===== src/rtl/pipe_hold_ctrl_pkg.sv =====
// Shared encodings and constants for the pipeline hold/flush sequencer.
package pipe_hold_ctrl_pkg;

   typedef enum logic [1:0] {
      ST_RUN      = 2'd0,
      ST_FLUSH    = 2'd1,
      ST_MEM_WAIT = 2'd2,
      ST_DIV_WAIT = 2'd3
   } state_t;

   localparam int INST_ADDR_WIDTH = 32;
   localparam logic [31:0] NOP = 32'h0000_0013;
   localparam logic [INST_ADDR_WIDTH-1:0] INI_INST_ADDR = '0;

endpackage


===== src/rtl/pipe_hold_ctrl_bus_wdt.sv =====
// Bus wait-state watchdog: counts stalled MEM_WAIT cycles, saturating at LIMIT-1.
// expire is combinational and only asserts while enable is high at the last count.
module pipe_hold_ctrl_bus_wdt #(
   parameter int LIMIT = 16
) (
   input  logic clk,
   input  logic rst,
   input  logic start,
   input  logic clear,
   input  logic enable,
   output logic expire
);

   localparam int TW = $clog2(LIMIT + 1);
   localparam logic [TW-1:0] LAST = TW'(LIMIT - 1);

   logic [TW-1:0] timer;

   // start wins over clear so a fresh stall always begins at 1
   always_ff @(posedge clk or negedge rst) begin
      if (!rst) begin
         timer <= '0;
      end else if (start) begin
         timer <= TW'(1);
      end else if (clear) begin
         timer <= '0;
      end else if (enable && (timer != LAST)) begin
         timer <= timer + TW'(1);
      end
   end

   assign expire = enable && (timer == LAST);

endmodule


===== src/rtl/pipe_hold_ctrl.sv =====
// Hazard/stall sequencer driving PC, IF/ID and ID/EX hold/flush controls.
// Outputs decode registered state with the current requests for same-cycle response.
module pipe_hold_ctrl
   import pipe_hold_ctrl_pkg::*;
#(
   parameter int ADDR_W       = INST_ADDR_WIDTH,
   parameter int FLUSH_CYCLES = 2,
   parameter int BUS_TIMEOUT  = 16
) (
   input  logic              clk,
   input  logic              rst,
   input  logic              jump_req_i,
   input  logic [ADDR_W-1:0] jump_addr_i,
   input  logic              load_use_i,
   input  logic              div_busy_i,
   input  logic              mem_req_i,
   input  logic              mem_ack_i,
   output logic              hold_pc_o,
   output logic              hold_if_id_o,
   output logic              hold_id_ex_o,
   output logic              flush_if_id_o,
   output logic              flush_id_ex_o,
   output logic              jump_o,
   output logic [ADDR_W-1:0] jump_addr_o,
   output logic              bus_err_o,
   output logic [1:0]        state_o
);

   state_t     state, state_nxt;
   logic [3:0] cnt, cnt_nxt;
   logic       take_jump, wdt_start, wdt_clear, wdt_en, wdt_expire;
   logic       hold_pc, hold_if_id, hold_id_ex, flush_if_id, flush_id_ex, bus_err;
   logic       mem_stall;

   assign mem_stall = mem_req_i && !mem_ack_i;

   pipe_hold_ctrl_bus_wdt #(.LIMIT(BUS_TIMEOUT)) u_bus_wdt (
      .clk    (clk),
      .rst    (rst),
      .start  (wdt_start),
      .clear  (wdt_clear),
      .enable (wdt_en),
      .expire (wdt_expire)
   );

   always_ff @(posedge clk or negedge rst) begin
      if (!rst) begin
         state <= ST_RUN;
         cnt   <= 4'd0;
      end else begin
         state <= state_nxt;
         cnt   <= cnt_nxt;
      end
   end

   always_comb begin
      state_nxt   = state;
      cnt_nxt     = cnt;
      take_jump   = 1'b0;
      wdt_start   = 1'b0;
      wdt_clear   = 1'b0;
      wdt_en      = 1'b0;
      hold_pc     = 1'b0;
      hold_if_id  = 1'b0;
      hold_id_ex  = 1'b0;
      flush_if_id = 1'b0;
      flush_id_ex = 1'b0;
      bus_err     = 1'b0;
      case (state)
         ST_RUN: begin
            if (jump_req_i) begin
               take_jump = 1'b1;
            end else if (mem_stall) begin
               {hold_pc, hold_if_id, hold_id_ex} = 3'b111;
               wdt_start = 1'b1;
               state_nxt = ST_MEM_WAIT;
            end else if (div_busy_i) begin
               {hold_pc, hold_if_id, hold_id_ex} = 3'b111;
               state_nxt = ST_DIV_WAIT;
            end else if (load_use_i) begin
               hold_pc     = 1'b1;
               hold_if_id  = 1'b1;
               flush_id_ex = 1'b1;
            end
         end
         ST_FLUSH: begin
            if (jump_req_i) begin
               take_jump = 1'b1;
            end else if (mem_stall) begin
               {hold_pc, hold_if_id, hold_id_ex} = 3'b111;
            end else begin
               flush_if_id = 1'b1;
               cnt_nxt     = (cnt > 4'd0) ? cnt - 4'd1 : 4'd0;
               if (cnt <= 4'd1) state_nxt = ST_RUN;
            end
         end
         ST_MEM_WAIT: begin
            // ack takes precedence over an expiring watchdog
            wdt_en = !mem_ack_i;
            if (mem_ack_i) begin
               wdt_clear = 1'b1;
               state_nxt = ST_RUN;
            end else if (wdt_expire) begin
               bus_err     = 1'b1;
               flush_id_ex = 1'b1;
               hold_pc     = 1'b1;
               hold_if_id  = 1'b1;
               wdt_clear   = 1'b1;
               state_nxt   = ST_RUN;
            end else begin
               {hold_pc, hold_if_id, hold_id_ex} = 3'b111;
            end
         end
         ST_DIV_WAIT: begin
            if (div_busy_i) begin
               {hold_pc, hold_if_id, hold_id_ex} = 3'b111;
            end else begin
               state_nxt = ST_RUN;
               take_jump = jump_req_i;
            end
         end
         default: state_nxt = ST_RUN;
      endcase
      if (take_jump) begin
         flush_if_id = 1'b1;
         flush_id_ex = 1'b1;
         cnt_nxt     = (FLUSH_CYCLES > 1) ? 4'(FLUSH_CYCLES - 1) : 4'd0;
         state_nxt   = (FLUSH_CYCLES > 1) ? ST_FLUSH : ST_RUN;
      end
   end

   // reset masks every output independently of the registered state
   assign hold_pc_o     = rst && hold_pc;
   assign hold_if_id_o  = rst && hold_if_id;
   assign hold_id_ex_o  = rst && hold_id_ex;
   assign flush_if_id_o = rst && flush_if_id;
   assign flush_id_ex_o = rst && flush_id_ex;
   assign jump_o        = rst && take_jump;
   assign jump_addr_o   = (rst && take_jump) ? jump_addr_i : '0;
   assign bus_err_o     = rst && bus_err;
   assign state_o       = rst ? state : ST_RUN;

endmodule


===== config.mk =====
export PLATFORM = sky130hd
export DESIGN_NAME = pipe_hold_ctrl
export DESIGN_NICKNAME = d
export VERILOG_FILES = /design/src/rtl/pipe_hold_ctrl_pkg.sv /design/src/rtl/pipe_hold_ctrl_bus_wdt.sv /design/src/rtl/pipe_hold_ctrl.sv
export SDC_FILE = /design/constraint.sdc
export NUM_CORES = 1
export LEC_CHECK = 0
export ABC_AREA = 0
export BUFFER_PORTS_ARGS = -buffer_cell sky130_fd_sc_hd__buf_2
export CAP_MARGIN = 20
export CORE_MARGIN = 5
export CORE_UTILIZATION = 44
export CTS_BUF_LIST = sky130_fd_sc_hd__clkbuf_8
export CTS_CLUSTER_DIAMETER = 40
export DETAILED_ROUTE_END_ITERATION = 10
export PLACE_DENSITY = 0.88
export SYNTH_ARGS = -nofsm -noshare
export SYNTH_HDL_FRONTEND = slang
export SYNTH_HIERARCHICAL = 1
export SYNTH_SLANG_ARGS = --single-unit
export TNS_END_PERCENT = 50

===== constraint.sdc =====
create_clock -name clk -period 3.1 [get_ports clk]
set_input_delay 0.465 -clock clk [delete_from_list [all_inputs] [get_ports clk]]
set_output_delay 0.465 -clock clk [all_outputs]
set_load 0.005 [all_outputs]

==> flow_metrics.tcl, run 1 <==
set metrics [dict create \
    ys_ff_latch 11 \
    regToRegStartpoint "state[0]$_DFFE_PN0P_" \
    ys_seq_area_share_pct 26.4 \
    path_cells "ha_1 -> and3_1 -> ha_1 -> and2_2 -> o31ai_1 -> o211a_1 -> buf_2" \
    cp_max_fo 4 \
    rrSetupSlack_ns 1.11 \
    portBuffers 79 \
    drive_above_1_share_pct 47.3 \
    hp-class "in2async" \
    cts-hold-fix-buffers 0 \
    area_growth_pct 41.8 \
    ant_nets 0 \
    synth_most_common_cell "and3_1" \
    num_antenna_cells 0 \
    rsz0062_at_grt "no" \
    dr_total_vias 1234 \
    critPathLaunchType "flop" \
    critPathMaxStageDelay_ns 0.40 \
    clock_sinks 11 \
    postCtsSetupBuffers 0 \
    skew_ns 0.00755 \
    worst-setup-path-type "reg2out" \
    synth_warnings 6 \
    drv_slew 0 \
    synth.distinct_cells 46 \
    root_buffer "clkbuf_8" \
    grt_usage_pct 18.4 \
    fmaxAchievable_ghz 0.387 \
    firstDrtPassIters 4 \
    synthTopCellsByArea "dfrtp_1 (26%), and3_1 (21%), nor3_1 (2.9%), nor2_1 (2.9%), and2_1 (2.4%)" \
    rr_worst_depth 6 \
    arrival_ns 2.12 \
    fin_ws_ns 0.518 \
    synth_top_area_share_pct 26.4 \
    die_w_um 58.7 \
    io_pins 80 \
    die_h_um 58.7 \
    synth_cells 127 \
    crit_start "u_bus_wdt/timer[0]$_DFFE_PN0P_" \
    period_share_pct 83.3 \
    r2r-end "u_bus_wdt/timer[0]$_DFFE_PN0P_" \
    postCtsResizedCells 0 \
    num-nets-final 243 \
    cts_buffer_depth 2 \
    grt_pass1_wl_um 5010 \
    dp_cells 225 \
    initial_core_util_pct 46.7 \
    worst_path_max_delay_cell "dfrtp_1" \
    synth_top_area_cell "dfrtp_1" \
    stdcell_count 229 \
    routedWlPerCell_um 14.6 \
    vias_per_cell 5.39 \
    grt_max_degree 52 \
    hold_viol_final 0 \
    setup_violations 0 \
    place.gp.congestion 0.884 \
    pre_cts_slack_ns 0.788 \
    maxCapViolCount 0 \
    wl_met2_um 1850 \
    postPlaceCellArea_um2 1440 \
    drc_errors 0 \
    first_global_vias 1094 \
    min_period_ns 2.58 \
    powerDensity_nw_per_um2 503 \
    endpoint "hold_id_ex_o" \
    synth_nets 168 \
    first_iter_violations 69 \
    htreeDepth 1 \
    tightest_slew_ns 0.691 \
    grt_overflow 0 \
    worstSetupEndpointType "primary output" \
    syn_area_um2 1040 \
    required_ns 2.63 \
    met1_length_um 1280 \
    cpMostUsedCell "ha_1" \
    avgSynthCellArea_um2 8.22 \
    dp_hpwl_um 2730 \
    cts_tree "yes" \
    relSlewSlack_pct 53.9 \
    antenna_found_initial 0 \
    yosys-top-cells-count "and3_1 (35), dfrtp_1 (11), nor2_1 (8)" \
    ir_drop_mv 0.351 \
    coreArea_um2 2230 \
    wirelength_um 3350 \
    p_leak_nw 0.928 \
    highest_layer "met4" \
    synth_edf_count 0 \
    async_reset_ff_share_pct 100 \
    cts_buffers 3 \
    dieArea_um2 3450 \
    synthFlopType "dfrtp_1" \
    clkSlewWorstSetupHoldPaths_ns 0.05 \
    wl_met3_um 190 \
    clk_latency_ns 0.24 \
    status "finished clean" \
    design_area_um2 1480 \
    rows 17 \
    fin_tns_setup_ns 0 \
]
==> layer usage <==
layer  track usage [%]  vias to the layer above
li1                  -                      620
met1              20.9                      577
met2              34.1                       31
met3              4.17                        6
met4              5.18                        0
met5                 0                        -
==> logic make-up (layout without fill, tap and decap cells) <==
kind of cell	after synthesis	after routing	synth area share (%)
compound gates	25	25	18.3
xor+xnor	2	2	1.68
fa+ha+maj	2	2	2.40
flops	11	11	26.4
simple gates	72	72	44.4
buf+inv	14	88	5.88
mux	1	1	0.959
==> worst min path at each step <==
| stage | start | cells after the start | endpoint | slack, ns |
|---|---|---|---|---|
| after floorplan | rst | 0 | cnt[0]$_DFFE_PN0P_ | 0.17 |
| after global placement | cnt[0]$_DFFE_PN0P_ | 1 | cnt[0]$_DFFE_PN0P_ | 0.50 |
| after detailed placement | cnt[0]$_DFFE_PN0P_ | 1 | cnt[0]$_DFFE_PN0P_ | 0.52 |
| after CTS | rst | 1 | u_bus_wdt/timer[3]$_DFFE_PN0P_ | 0.27 |
| after global routing | rst | 1 | u_bus_wdt/timer[3]$_DFFE_PN0P_ | 0.32 |
| final | rst | 1 | u_bus_wdt/timer[3]$_DFFE_PN0P_ | 0.27 |
==> placed cells by master (no fill, tap or decap), types with 3 or more instances in the layout <==
master	instances
dfrtp_1	11
buf_2	79
nand3_1	3
clkbuf_8	3
o21ai_0	3
nor3_1	6
nand2b_1	3
and3_1	35
a21oi_1	4
inv_1	4
nor2_1	8
and2_1	4
==> where the power goes <==
part	internal [W]	leakage [nW]	switching (W)
Combinational	0.000180	0.759	0.000176
Sequential	0.000183	0.142	0.0000666
Clock	0.0000868	0.0269	0.0000520
Total	0.000449	0.928	0.000294
==> stage by stage <==
stage	power [W]	utilization [%]	hold slack, ns
floorplan	0.000486	-	0.169
global placement	0.000587	64.3	0.497
detailed placement	0.000607	64.3	0.519
CTS	0.000751	66.3	0.274
global route	0.000807	66.3	0.316
finish	0.000744	66.3	0.270
==> layout make-up <==
class	instances	area, um^2
Fill cell	197	753
Multi-Input combinational cell	102	707
Timing Repair Buffer	80	403
Sequential cell	11	275
Clock buffer	3	41.3
Tap cell	28	35.0
Inverter	4	15.0
Clock inverter	1	3.75
==> sequential cells by signal, indices dropped and copies added (netlist names) <==
register,cells
cnt,4
u_bus_wdt/timer,5
state,2
==> critical path: cells and delay by family, from the launching register on <==
family	cells	cell delay, ns
AOI/OAI and AO/OA	2	0.58
adders and majority gates	2	0.44
DFF	1	0.40
and+or+nand+nor	2	0.37
buffers and inverters	1	0.11
No activity file was read; power rests on OpenSTA's default activity.
==> inputs of run 2 (changes only) <==
--- a/config.mk
+++ b/config.mk
@@ -9,11 +9,11 @@
 export BUFFER_PORTS_ARGS = -buffer_cell sky130_fd_sc_hd__buf_2
 export CAP_MARGIN = 20
 export CORE_MARGIN = 5
-export CORE_UTILIZATION = 44
+export CORE_UTILIZATION = 41
 export CTS_BUF_LIST = sky130_fd_sc_hd__clkbuf_8
 export CTS_CLUSTER_DIAMETER = 40
 export DETAILED_ROUTE_END_ITERATION = 10
-export PLACE_DENSITY = 0.88
+export PLACE_DENSITY = 0.83
 export SYNTH_ARGS = -nofsm -noshare
 export SYNTH_HDL_FRONTEND = slang
 export SYNTH_HIERARCHICAL = 1
==> constraint.sdc (replaced) <==
create_clock -name clk -period 2.6 [get_ports clk]
set_input_delay 0.39 -clock clk [delete_from_list [all_inputs] [get_ports clk]]
set_output_delay 0.39 -clock clk [all_outputs]
set_load 0.005 [all_outputs]
==> run 2 against run 1 <==
Clock-buffer cell count unchanged. Register-to-register slack got worse by 0.51 ns. Sequential power grew 10%. Total power is 22% higher. Critical path depth is the same. First-iteration DRC count fell by 33%. Via count is 0.97% lower. Die area increased by 6.1%. Global-route usage down 2.5 points. Wire length shrank 3.7%. Critical path type unchanged. Critical endpoint unchanged. Largest cell class unchanged. Largest power group unchanged.
==> flow_metrics.tcl, run 2 (same netlist as run 1, synthesis figures left out) <==
set metrics [dict create \
    p_comb_share_pct 51.1 \
    top_register "u_bus_wdt/timer" \
    ant_nets 0 \
    drv_slew 0 \
    first_iter_violations 46 \
    p_leak_nw 0.950 \
    grt_usage_pct 15.9 \
    tightest_slew_ns 0.456 \
    die_h_um 60.5 \
    maxCapViolCount 0 \
    min_period_ns 2.42 \
    grt_overflow 0 \
    firstDrtPassIters 4 \
    path_cells "ha_1 -> and3_1 -> ha_1 -> and2_2 -> o31ai_2 -> o211a_1 -> buf_2" \
    rsz0062_at_grt "no" \
    largest_reg_flops 5 \
    setup_violations 0 \
    skew_ns 0.00726 \
    cp_max_fo 4 \
    hp-class "in2async" \
    status "finished clean" \
    drive_above_1_share_pct 48.8 \
    antenna_found_initial 0 \
    grt_pass1_wl_um 4570 \
    cts-hold-fix-buffers 0 \
    mostFrequentLayoutCell "buf_2" \
    fillers 218 \
    area_growth_pct 45.4 \
    fin_tns_setup_ns 0 \
    p_sw_share_pct 39.0 \
    worst_path_max_delay_cell "dfrtp_1" \
    required_ns 2.21 \
    clk_latency_ns 0.24 \
    routedWlPerCell_um 13.7 \
    drc_errors 0 \
    arrival_ns 2.03 \
    clock_sinks 11 \
    initial_core_util_pct 42.5 \
    fmaxAchievable_ghz 0.413 \
    seqPwrFrac_pct 30.2 \
    postCtsSetupBuffers 0 \
    powerDensity_nw_per_um2 597 \
    worstSetupEndpointType "primary output" \
    path_buf_inv 1 \
    p_switching_w 0.000353 \
    portBuffers 79 \
    relSlewSlack_pct 69.6 \
    period_share_pct 93.2 \
    first_global_vias 1002 \
    cts_tree "yes" \
    postCtsResizedCells 0 \
    io_pins 80 \
    critPathMaxStageDelay_ns 0.40 \
    num_antenna_cells 0 \
    hold_viol_final 0 \
    worst-setup-path-type "reg2out" \
    clock_power_share_pct 18.7 \
    die_w_um 60.5 \
    dr_total_vias 1222 \
    root_buffer "clkbuf_8" \
    grt_max_degree 25 \
    critPathLaunchType "flop" \
    timing.hold.ws_ns 0.0436 \
    rows 18 \
    reg.largest.list "u_bus_wdt/timer x5, cnt x4, state x2" \
    num-nets-final 247 \
    ir_drop_mv 0.587 \
    layout_common_cells "buf_2 (79), and3_1 (35), dfrtp_1 (11), nor2_1 (8), nor3_1 (6)" \
    internal_power_w 0.000552 \
    place.gp.congestion 0.852 \
    htreeDepth 1 \
    crit_family "compound AO/OA/AOI/OAI gates" \
    vias_per_cell 5.20 \
    clkSlewWorstSetupHoldPaths_ns 0.05 \
    dieArea_um2 3650 \
    wirelength_um 3230 \
    coreArea_um2 2450 \
    dp_hpwl_um 2620 \
    cts_buffer_depth 2 \
    cts_buffers 3 \
    cpMostUsedCell "ha_1" \
]
-- run 2: cell types whose count changed in the layout (fill, tap and decap cells not counted) --
| cell | change |
|---|---|
| o31ai_2 | +1 |
| buf_4 | +4 |
| o31ai_1 | -1 |
-- run 2: path summary, 6_finish.rpt --
check | start | to | slack, ns | cells past startpoint
hold reg to reg | cnt[0]$_DFFE_PN0P_ | cnt[0]$_DFFE_PN0P_ | 0.52 | 1
hold / removal | rst | state[1]$_DFFE_PN0P_ | 0.04 | 1
setup / recovery | u_bus_wdt/timer[0]$_DFFE_PN0P_ | hold_id_ex_o | 0.18 | 7
min in group clk | jump_req_i | state[1]$_DFFE_PN0P_ | 0.48 | 2
setup reg to reg | state[0]$_DFFE_PN0P_ | u_bus_wdt/timer[0]$_DFFE_PN0P_ | 0.60 | 6
max in group asynchronous | rst | cnt[1]$_DFFE_PN0P_ | 2.09 | 2
-- run 2: layer usage --
metal / up-vias / global-route usage, % / share of wire [%]
met3: 0 / 4.47 / 5.9
met5: - / 0 / 0
met4: 0 / 0.929 / 0
met1: 565 / 20.3 / 41
li1: 633 / - / -
met2: 24 / 28.1 / 53
-- run 2: final cells by class --
class	instances	area [um^2]	area share (%)
Timing Repair Buffer	84	433	28.5
Tap cell	30	37.5	2.47
Inverter	4	15.0	0.989
Clock inverter	1	3.75	0.247
Multi-Input combinational cell	102	712	46.9
Clock buffer	3	41.3	2.72
Sequential cell	11	275	18.1
-- run 2: power by group through the flow --
stage / clock (W) / sequential (W) / combinational [W]
global route: 0.000182 / 0.000285 / 0.000516
global placement: 0 / 0.000273 / 0.000455
CTS: 0.000175 / 0.000273 / 0.000462
floorplan: 0 / 0.000258 / 0.000321
finish: 0.000169 / 0.000274 / 0.000463
detailed placement: 0 / 0.000277 / 0.000461
-- run 2: through the flow --
step	instance area (um^2)	setup slack, ns	total power [W]	utilization, %	std cells
global route	1520	0.0567	0.000983	61.8	235
detailed placement	1470	0.391	0.000737	59.8	231
global placement	1470	0.402	0.000728	59.8	231
finish	1520	0.177	0.000906	61.8	235
floorplan	1040	0.571	0.000579	-	127
CTS	1510	0.116	0.000910	61.6	235
==> inputs of run 3 (changes only) <==
--- a/config.mk
+++ b/config.mk
@@ -8,12 +8,15 @@
 export ABC_AREA = 0
 export BUFFER_PORTS_ARGS = -buffer_cell sky130_fd_sc_hd__buf_2
 export CAP_MARGIN = 20
+export CELL_PAD_IN_SITES_DETAIL_PLACEMENT = 0
+export CELL_PAD_IN_SITES_GLOBAL_PLACEMENT = 1
 export CORE_MARGIN = 5
-export CORE_UTILIZATION = 41
+export CORE_UTILIZATION = 27
 export CTS_BUF_LIST = sky130_fd_sc_hd__clkbuf_8
 export CTS_CLUSTER_DIAMETER = 40
 export DETAILED_ROUTE_END_ITERATION = 10
-export PLACE_DENSITY = 0.83
+export GPL_ROUTABILITY_DRIVEN = 0
+export PLACE_DENSITY = 0.82
 export SYNTH_ARGS = -nofsm -noshare
 export SYNTH_HDL_FRONTEND = slang
 export SYNTH_HIERARCHICAL = 1
==> constraint.sdc (replaced) <==
create_clock -name clk -period 2.6 [get_ports clk]
set_input_delay 0.39 -clock clk [delete_from_list [all_inputs] [get_ports clk]]
set_output_delay 0.39 -clock clk [all_outputs]
set_load 0.1 [all_outputs]
==> run 3 against run 2 <==
Hold slack improved by 0.076 ns. Clock skew decreased by 0.0042 ns. Core utilization decreased by 5.8 points. Via count increased by 1.1%. Register-to-register slack improved by 0.05 ns. Critical path type unchanged. Critical endpoint is now flush_id_ex_o. Highest routed layer is now met4.
==> flow_metrics.tcl, run 3 (same netlist as run 1, synthesis figures left out) <==
set metrics [dict create \
    status "finished clean" \
    clkSlewWorstSetupHoldPaths_ns 0.05 \
    mostFrequentLayoutCell "buf_2" \
    cts_tree "yes" \
    first_iter_violations 34 \
    largest_reg_flops 5 \
    fin_tns_setup_ns 0 \
    drv_slew 0 \
    dr_total_vias 1235 \
    worst_path_max_delay_cell "dfrtp_1" \
    root_buffer "clkbuf_8" \
    hp-class "in2async" \
    setup_violations 0 \
    grt_usage_pct 13.9 \
    cp_max_fo 4 \
    dp_cells 250 \
    reg.largest.list "u_bus_wdt/timer x5, cnt x4, state x2" \
    cts_buffers 3 \
    cts-hold-fix-buffers 0 \
    critPathLaunchType "flop" \
    antenna_found_initial 0 \
    drc_errors 0 \
    utilization_pct 56.0 \
    grt_pass1_wl_um 5860 \
    rr_worst_depth 7 \
    rsz0062_at_grt "no" \
    htreeDepth 1 \
    rows 22 \
    num-nets-final 248 \
    fmaxAchievable_ghz 0.399 \
    die_h_um 72.2 \
    hold_viol_final 0 \
    path_cells "ha_1 -> and3_1 -> ha_1 -> and2_2 -> a32o_1 -> a31o_2 -> buf_12" \
    period_share_pct 96.5 \
    cpMostUsedCell "ha_1" \
    area_growth_pct 99.5 \
    required_ns 2.21 \
    relSlewSlack_pct 67.2 \
    worstSetupEndpointType "primary output" \
    cts_buffer_depth 2 \
    powerDensity_nw_per_um2 801 \
    clk_latency_ns 0.23 \
    grt_max_degree 34 \
    ant_nets 0 \
    top_register "u_bus_wdt/timer" \
    first_global_vias 1232 \
    worst-setup-path-type "reg2out" \
    coreArea_um2 3720 \
    wirelength_um 3790 \
    drive_above_1_share_pct 49.0 \
    skew_ns 0.00304 \
    layout_common_cells "buf_2 (44), and3_1 (35), buf_12 (35), dfrtp_1 (11), nor2_1 (8)" \
    arrival_ns 2.12 \
    min_period_ns 2.51 \
    vias_per_cell 4.86 \
    dieArea_um2 5210 \
    p_leak_nw 1.07 \
    firstDrtPassIters 4 \
    ir_drop_mv 0.297 \
    io_pins 80 \
    dp_hpwl_um 3150 \
    portBuffers 79 \
    critPathMaxStageDelay_ns 0.40 \
    grt_overflow 0 \
    die_w_um 72.2 \
    initial_core_util_pct 28.1 \
    tightest_slew_ns 0.492 \
    num_antenna_cells 0 \
    maxCapViolCount 0 \
    routedWlPerCell_um 14.9 \
    stdcell_count 254 \
    clock_sinks 11 \
]
run 3: changes by cell type in the layout (fill, tap and decap cells not counted), sizes merged:
cell / before / now
buf: 84 / 85
run 3: metal layers:
layer,vias to the layer above,track usage [%],share of wire (%),wire [um]
li1,629,-,-,-
met1,578,16.1,38,1450
met2,26,25.9,56,2140
met3,2,3.60,5.1,195
met4,0,1.88,0.32,12
met5,-,0,0,0
run 3: where the power goes:
| group | internal, W | total [W] | switching [W] |
|---|---|---|---|
| combinational | 0.000402 | 0.00126 | 0.000853 |
| clock | 0.000103 | 0.000165 | 0.0000613 |
| sequential | 0.000219 | 0.000248 | 0.0000294 |
| total | 0.000724 | 0.00167 | 0.000944 |
run 3: path summary, 6_finish.rpt:
kind | start | endpoint | slack [ns]
worst max-delay path | u_bus_wdt/timer[0]$_DFFE_PN0P_ | flush_id_ex_o | 0.09
worst min-delay path | rst | u_bus_wdt/timer[1]$_DFFE_PN0P_ | 0.12
worst max register to register | u_bus_wdt/timer[0]$_DFFE_PN0P_ | u_bus_wdt/timer[4]$_DFFE_PN0P_ | 0.65
worst min register to register | cnt[0]$_DFFE_PN0P_ | cnt[0]$_DFFE_PN0P_ | 0.52
max in group asynchronous | rst | cnt[2]$_DFFE_PN0P_ | 2.02
min in group clk | jump_req_i | state[1]$_DFFE_PN0P_ | 0.49
run 3: cell type report:
| type | instances | area, um^2 |
|---|---|---|
| Timing Repair Buffer | 85 | 966 |
| Inverter | 4 | 15.0 |
| Tap cell | 48 | 60.1 |
| Multi-Input combinational cell | 102 | 721 |
| Sequential cell | 11 | 275 |
| Clock buffer | 3 | 41.3 |
| Clock inverter | 1 | 3.75 |
| Fill cell | 342 | 1630 |
run 3: critical path, delay by kind of cell (launching register included):
family / cells / cell delay, ns
AOI/OAI and AO/OA: 2 / 0.49
adders and majority gates: 2 / 0.44
buffers and inverters: 1 / 0.16
DFF: 1 / 0.40
and+or+nand+nor: 2 / 0.39
run 3: through the flow:
stage / cell area, um^2 / hold WS [ns] / total power [W] / worst slack, ns
2_1_floorplan: 1040 / 0.0944 / 0.00113 / 0.00456
3_3_place_gp: 2020 / 0.373 / 0.00149 / 0.281
3_5_place_dp: 2020 / 0.374 / 0.00150 / 0.217
4_1_cts: 2070 / 0.123 / 0.00167 / 0.0345
5_1_grt: 2080 / 0.144 / 0.00174 / 0.0184
6_report: 2080 / 0.120 / 0.00167 / 0.0917
run 3: what timing repair did:
action	CTS	global route
setup endpoints to repair	1	1
pin swaps	0	2
resized for setup	1	1
setup buffers	0	0
